**src/rtl/sram_fifo_ctrl.sv**
```systemverilog
// sram_fifo_ctrl: FIFO controller that keeps its entries in an external
// 1R1W SRAM and presents the head entry on a registered output stage.
//
// Optional feature macro: SRAM_FIFO_ALMOST_FULL_EN
//   defined   -> almost_full is a registered (count_next >= ALMOST_FULL_THRESHOLD)
//   undefined -> almost_full is tied low and no comparator is built
//
// The SRAM read port has one cycle of latency and forwards same-cycle write
// data on an address match, so an entry written into an empty SRAM can be
// read in the same cycle and appear on the output one cycle later.
module sram_fifo_ctrl #(
    parameter int DATA_WIDTH            = 32,
    parameter int SIZE                  = 64,
    parameter int ADDR_WIDTH            = $clog2(SIZE),
    parameter int ALMOST_FULL_THRESHOLD = SIZE - 4
) (
    input  logic                  clk,
    input  logic                  reset,
    input  logic                  enq_valid,
    output logic                  enq_ready,
    input  logic [DATA_WIDTH-1:0] enq_data,
    output logic                  deq_valid,
    input  logic                  deq_ready,
    output logic [DATA_WIDTH-1:0] deq_data,
    output logic [ADDR_WIDTH:0]   count,
    output logic                  almost_full,
    output logic                  sram_wr_en,
    output logic [ADDR_WIDTH-1:0] sram_wr_addr,
    output logic [DATA_WIDTH-1:0] sram_wr_data,
    output logic                  sram_rd_en,
    output logic [ADDR_WIDTH-1:0] sram_rd_addr,
    input  logic [DATA_WIDTH-1:0] sram_rd_data
);

    localparam logic [ADDR_WIDTH:0] SIZE_C = (ADDR_WIDTH + 1)'(SIZE);

    // Registered state
    logic [ADDR_WIDTH-1:0] wr_ptr;
    logic [ADDR_WIDTH-1:0] rd_ptr;
    logic [ADDR_WIDTH:0]   sram_count;
    logic                  deq_valid_q;
    logic                  rd_pending;
    logic [DATA_WIDTH-1:0] data_hold;

    // Per-cycle control
    logic                  enq_fire;
    logic                  deq_fire;
    logic                  rd_issue;
    logic [ADDR_WIDTH:0]   enq_inc;
    logic [ADDR_WIDTH:0]   rd_dec;
    logic [ADDR_WIDTH:0]   read_avail;
    logic [ADDR_WIDTH:0]   sram_count_next;
    logic                  deq_valid_next;

    // Handshake, read-issue and next-state decisions
    always_comb begin
        // A slot only counts as free from registered occupancy; a dequeue in
        // the same cycle does not make room until the following cycle.
        enq_ready  = !reset && (sram_count < SIZE_C);
        enq_fire   = enq_valid && enq_ready;
        deq_fire   = deq_valid_q && deq_ready;

        enq_inc    = {{ADDR_WIDTH{1'b0}}, enq_fire};
        // Including this cycle's enqueue lets an entry written into an empty
        // SRAM be read straight through the SRAM write-to-read bypass.
        read_avail = sram_count + enq_inc;
        rd_issue   = !reset && (!deq_valid_q || deq_ready) && (read_avail != '0);
        rd_dec     = {{ADDR_WIDTH{1'b0}}, rd_issue};

        sram_count_next = sram_count + enq_inc - rd_dec;

        deq_valid_next = deq_valid_q;
        if (rd_issue) begin
            deq_valid_next = 1'b1;
        end else if (deq_fire) begin
            deq_valid_next = 1'b0;
        end
    end

    // SRAM port drive
    always_comb begin
        sram_wr_en   = enq_fire;
        sram_wr_addr = wr_ptr;
        sram_wr_data = enq_data;
        sram_rd_en   = rd_issue;
        sram_rd_addr = rd_ptr;
    end

    // Pointers and SRAM occupancy; pointers wrap naturally since SIZE is 2^ADDR_WIDTH
    always_ff @(posedge clk) begin
        if (reset) begin
            wr_ptr     <= '0;
            rd_ptr     <= '0;
            sram_count <= '0;
        end else begin
            if (enq_fire) begin
                wr_ptr <= wr_ptr + 1'b1;
            end
            if (rd_issue) begin
                rd_ptr <= rd_ptr + 1'b1;
            end
            sram_count <= sram_count_next;
        end
    end

    // Output-stage valid and the marker that SRAM read data is arriving this cycle
    always_ff @(posedge clk) begin
        if (reset) begin
            deq_valid_q <= 1'b0;
            rd_pending  <= 1'b0;
        end else begin
            deq_valid_q <= deq_valid_next;
            rd_pending  <= rd_issue;
        end
    end

    // Capture the arriving SRAM word so the head entry stays stable while stalled
    always_ff @(posedge clk) begin
        if (reset) begin
            data_hold <= '0;
        end else if (rd_pending) begin
            data_hold <= sram_rd_data;
        end
    end

    // The SRAM output register supplies the head on the cycle its data
    // arrives; after that the captured copy takes over.
    always_comb begin
        deq_valid = deq_valid_q;
        deq_data  = rd_pending ? sram_rd_data : data_hold;
        count     = sram_count + {{ADDR_WIDTH{1'b0}}, deq_valid_q};
    end

`ifdef SRAM_FIFO_ALMOST_FULL_EN
    localparam logic [ADDR_WIDTH+1:0] AF_THRESH = (ADDR_WIDTH + 2)'(ALMOST_FULL_THRESHOLD);

    logic [ADDR_WIDTH+1:0] count_next;
    logic                  almost_full_q;

    // Total occupancy after this edge, widened so the compare cannot overflow
    always_comb begin
        count_next = {1'b0, sram_count_next} + {{(ADDR_WIDTH + 1){1'b0}}, deq_valid_next};
    end

    // Registered almost-full flag tracks the occupancy that will be visible next cycle
    always_ff @(posedge clk) begin
        if (reset) begin
            almost_full_q <= 1'b0;
        end else begin
            almost_full_q <= (count_next >= AF_THRESH);
        end
    end

    assign almost_full = almost_full_q;
`else
    assign almost_full = 1'b0;
`endif

endmodule

```
**config.mk**
```make
export PLATFORM = sky130hd
export DESIGN_NAME = sram_fifo_ctrl
export DESIGN_NICKNAME = d
export VERILOG_FILES = /design/src/rtl/sram_fifo_ctrl.sv
export SDC_FILE = /design/constraint.sdc
export NUM_CORES = 1
export LEC_CHECK = 0
export ABC_AREA = 1
export BUFFER_PORTS_ARGS = -buffer_cell sky130_fd_sc_hd__buf_2
export CORE_MARGIN = 2
export CORE_UTILIZATION = 49
export CTS_BUF_LIST = sky130_fd_sc_hd__clkbuf_8
export DETAILED_ROUTE_END_ITERATION = 7
export PLACE_DENSITY = 0.89
export SLEW_MARGIN = 10
export SYNTH_ARGS = -nofsm -noshare
export SYNTH_HDL_FRONTEND = slang
export SYNTH_SLANG_ARGS = --single-unit
```
**constraint.sdc**
```tcl
create_clock -name clk -period 5.4 [get_ports clk]
set_input_delay 0.54 -clock clk [delete_from_list [all_inputs] [get_ports clk]]
set_output_delay 0.54 -clock clk [all_outputs]
set_load 0.03 [all_outputs]
```
Word level (Yosys, flattened, before mapping):

Index checks and enable logic that the tools add are counted.

* output and inout port bits: 88
* RAM bits: 0
* memories: 0
* latch bits: 0
* ROM bits: 0
* bits in registers: 53

* divide/modulo/power cells: 0
* $add $sub $neg: 5
* muxes and demuxes: 3
* bitwise gates (word level): 0
* reduce and logical (&&, ||, !) cells: 10
* $mul: 0
* $lt $le $gt $ge: 1
* shifts and indexed selects: 0
* equality and inequality tests: 0

Operators with widths (count)
* $mux W32: 1
* $add A7 B1 Y7: 2
* $add A6 B1 Y6 const B: 2
* $lt A7 B7 Y1 const B: 1
* $reduce_bool A7 Y1: 1
* $sub A7 B1 Y7: 1
* $logic_and A1 B1 Y1: 5
* $logic_not A1 Y1: 2
* $mux W1: 2
* $reduce_bool A2 Y1: 1
* $logic_or A1 B1 Y1: 1

Logic depth before layout (Yosys ltp):

* depth in word-level cells: 7
* depth in mapped cells: 22

Least setup slack after synthesis:

OpenSTA, ideal clock, no wires.

* path kind: in2reg
* from: input reset
* to: register sram_count[4]
* setup time: 0.119 ns
* path buffers: 1
* setup slack: 1.951 ns
* stages: 21
* arrival: 3.330 ns
* path through: buf_2 > nor2_2 > nand2_2 > inv_2 > ha_1 > ha_1 > nand3_2 > nor2_1 > nand2_1 > nand2_1 > nor2_2 > nand2_4 > nand2_8 > inv_2 > ha_1 > ha_1 > inv_1 > nor2_1 > nand2_1 > o21ai_0 > a21oi_1

* longest elaborated chain between the ends: 7

RTL lines
* start: declaration: RTL line 18 `input logic reset,`
* $logic_not A1 Y1: RTL line 59 `enq_ready = !reset && (sram_count < SIZE_C);`
* $logic_and A1 B1 Y1: RTL line 59
* net enq_ready: RTL line 20 `output logic enq_ready,`
* $logic_and A1 B1 Y1: RTL line 60 `enq_fire = enq_valid && enq_ready;`
* net sram_wr_en: RTL line 27 `output logic sram_wr_en,`
* $add A7 B1 Y7: RTL line 66 `read_avail = sram_count + enq_inc;`
* $reduce_bool A7 Y1: RTL line 67 `rd_issue = !reset && (!deq_valid_q || deq_ready) && (read_avail != '0);`
* $logic_and A1 B1 Y1: RTL line 67
* net sram_rd_en: RTL line 30 `output logic sram_rd_en,`
* $sub A7 B1 Y7: RTL line 70 `sram_count_next = sram_count + enq_inc - rd_dec;`
* end signal: assignment: RTL line 102 `sram_count <= sram_count_next;`
* end: declaration: RTL line 40 `logic [ADDR_WIDTH:0] sram_count;`

The timed path passes the listed nets, and every way through them passes these cells.
A chain may end at the register's enable or synchronous reset.

Final worst setup path:

* from: input reset
* to: output sram_rd_en

* longest elaborated chain between the ends: 6

RTL lines (RTL line)
* $logic_not A1 Y1 *: 59, 67
* $logic_and A1 B1 Y1: 59
* $logic_and A1 B1 Y1: 60
* $add A7 B1 Y7: 66
* $reduce_bool A7 Y1: 67
* $logic_and A1 B1 Y1 *: 67
* end: declaration: 30

Mark *: on every way between the ends. The rest lies on a longest branch, timed or not.

==> summary.md <==
| Metric | Value |
|---|---|
| CTS buffer count | 5 |
| # diodes | 0 |
| Postcts setup bufs | 0 |
| Crit share post-route | between 60% and 70% |
| Clock tree root driver cell | clkbuf_8 |
| Register area share after synthesis | between 30% and 40% |
| CP endpoint kind | primary output |
| Post-Synth Simple-Gate Area | approximately 29% |
| Final ANT Viol Nets | 0 |
| Worst Hold Class | flip-flop to flip-flop |
| Top post-synthesis cells by area | dfxtp_1 (39%), nand2_1 (17%), buf_4 (9.2%) |
| Worst Hold End | sram_wr_addr[5] |
| First-pass GRT wire length | between 8 and 9 mm |
| Synth Cell Area | between 2000 and 3000 um^2 |
| Yosys top cell area share | between 30% and 40% |
| Hold Crit Depth | 2 |
| Commonest non-fill, non-tap cell in the layout | nand2_1 |
| Die Span X | around 78 um |
| WL per Instance | 11.1 um |
| Worst skew pair latency | around 300 ps |
| Synth-to-Final Area Change | 11.9% |
| Largest family of logic cells by synthesized area | simple AND/OR/NAND/NOR gates |
| Largest net degree at the start of global routing | 47 |
| Setup violators final | 0 |
| Post-Synthesis Net Count | ~450 |
| RR Startpoint | sram_count[6] |
| Setup TNS | 0 ps |
| Slew Limit Fails | 0 |
| Slew headroom | 27.4% |
| Die Y | roughly 78 um |
| Synth warn | 0 |
| FF+latch count, synth | 53 |
| Fillers | around 500 |
| Clock sink count | between 50 and 60 |
| Xor and xnor fraction of the mapped netlist area | around 3.2% |
| Most frequent cells in the layout | nand2_1 (123), buf_2 (90), dfxtp_1 (53) |
| Post-CTS Resized | 0 |
| Leading area contributor after synthesis | dfxtp_1 |
| HP Start | sram_wr_addr[5] |
| Worst-path maximum fanout | 46 |
| Port Buffer Count | 90 |
| Row cnt | 27 |
| Critical path class | input port to primary output |
| Post-route cell area | between 3000 and 4000 um^2 |
| Starting Density | around half |
| Worst reg-to-reg setup slack | between 2000 and 2500 ps |
| Max-capacitance violation count | 0 |
| Leak | around 1.6 nW |
| Fmax | approximately 0.28 GHz |
| Initial DRT Pass Iterations | 4 |
| Share of cells above drive strength 1 | 29.8% |
| Hold Vio Cnt, Final | 0 |
| R2R cell count | 21 |
| DRC | 0 |
| Via count | between 2000 and 2500 |
| Outcome | completed |
| Worst clock skew | between 3 and 4 ps |
| Core area | 5410 um^2 |
| Slew at the pin closest to its max-slew limit | 1090 ps |
| Synth Area in Adders | 4.16% |
| Synth Area in Compound Gates | between 10% and 20% |
| Post-Synthesis Cells | 368 |
| Antenna violations before repair | 0 |
| WP data arrival | between 3000 and 4000 ps |
| Vias per std cell | around 4.8 |
| Proportion of synthesized area in mux cells | 0% |
| Nature of the critical path startpoint | input port |
| IO Pins | roughly 160 |
| Placer Congestion | 0.801 |
| Synth cell types | 28 |
| Avg Cell Area, Syn | around 7.4 um^2 |
| Detailed Route Iter0 Violations | 57 |
| RR Endpoint | sram_count[4] |
| RSZ-0062 raised after global routing | no |
| Die Area | approximately 6000 um^2 |
| Total wire length | about 5.4 mm |
| Clock Tree Buf Depth | 2 |
| NumNets Final | between 400 and 500 |
| Placed inst area | 2940 um^2 |
| Hold-fix buffers at CTS | 0 |
| Number of global-route vias before repair | between 2000 and 2500 |
| HPWL after detailed placement | between 4 and 5 mm |
| Clk slew on worst S/H paths | 90 ps |
| Tmin final | between 3000 and 4000 ps |
| GR Util All Layers | approximately 17% |
| Max IR drop VDD | a little over 0.0003 V |
| CTS tree | yes |
| CTS HTree Levels | 2 |
| Grt total ovfl | 0 |
| Pwr/cell area | about 570 nW/um^2 |
| Critical Path RT | about 4900 ps |
==> flip-flops by register name (all words and copies together), names as in the netlist <==
signal and count:
sram_wr_addr 6, sram_rd_addr 6, rd_pending 1, deq_valid 1, sram_count 7, data_hold 32
==> worst max path at each step <==
| stage | startpoint | end | slack [ps] | cells past startpoint |
|---|---|---|---|---|
| global route | reset | sram_count[4] | 1650 | 22 |
| CTS | reset | sram_rd_en | 1810 | 15 |
| global placement | reset | sram_count[4] | 1820 | 22 |
| finish | reset | sram_rd_en | 1830 | 15 |
| floorplan | reset | sram_count[4] | 1950 | 21 |
| detailed placement | reset | sram_count[4] | 1630 | 22 |
==> kinds of logic (layout without fill, tap and decap cells) <==
logic type,after synthesis,after routing
AOI/OAI and AO/OA,50,50
xor gates and xnor gates,10,10
and+or+nand+nor,176,176
adders and majority gates,9,9
buffers and inverters,69,121
other,1,1
DFF,53,53
==> report_power, final <==
part / total, mW / leakage (nW) / internal, mW / switching [mW]
clock: 0.214 / 0.0497 / 0.0906 / 0.123
sequential: 0.583 / 0.434 / 0.482 / 0.100
combinational: 0.917 / 1.11 / 0.269 / 0.648
total: 1.71 / 1.59 / 0.842 / 0.871
==> critical path: stages <==
cell and delay, ps:
buf_2 630, nor2_2 120, nand2_2 150, inv_2 70, ha_1 240, ha_1 250
nor2_1 150, nor2_2 70, nor2_2 90, nand2_1 70, nor2_2 160, nand2_4 110
nand2_8 110, inv_2 70, buf_2 180
==> area by class of cell <==
class                   instances  area (um^2)  share of cell area, %
multi-input cells             246         1250                   41.4
flip-flops and latches         53         1060                   35.0
repair buffers                 90          450                   14.9
well taps                      72         90.1                   2.98
inverters                      23         87.6                   2.89
clock buffers                   5         68.8                   2.27
clock inverters                 3         17.5                  0.579
==> Yosys cell counts <==
cell type and number:
nand3_1 12, buf_1 3, nand4_1 3, dfxtp_1 53, o21ai_2 2, a21oi_2 5, nor3_1 3, buf_6 1
nand2_4 2, nand2_2 8, nor2_1 16, inv_1 20, buf_2 1, conb_1 1, buf_4 33, nor3b_1 1
nand2_8 1, clkinv_2 1, nand3_2 2, ha_1 9, xor2_1 10, clkbuf_1 8, o21ai_0 4, inv_2 2
nand2_1 123, nor2_2 4, a21oi_1 39, nor2_4 1
==> layer usage <==
layer	wire length (um)	track usage (%)	vias up	part of all wire (%)
li1	-	-	1226	-
met1	2220	17.0	1015	41
met2	2770	31.5	77	51
met3	349	4.37	20	6.4
met4	104	8.60	0	1.9
met5	0	0	-	0
==> through the flow <==
step / power [mW] / setup slack (ps) / utilization [%] / hold slack, ps / instances
floorplan: 1.33 / 1950 / - / 447 / 368
global placement: 1.48 / 1820 / 54.4 / 450 / 484
CTS: 1.73 / 1810 / 56.0 / 474 / 492
detailed placement: 1.51 / 1630 / 54.4 / 460 / 484
finish: 1.71 / 1830 / 56.0 / 470 / 492
global route: 1.84 / 1650 / 56.0 / 492 / 492
Power figures use the tool's default switching activity.
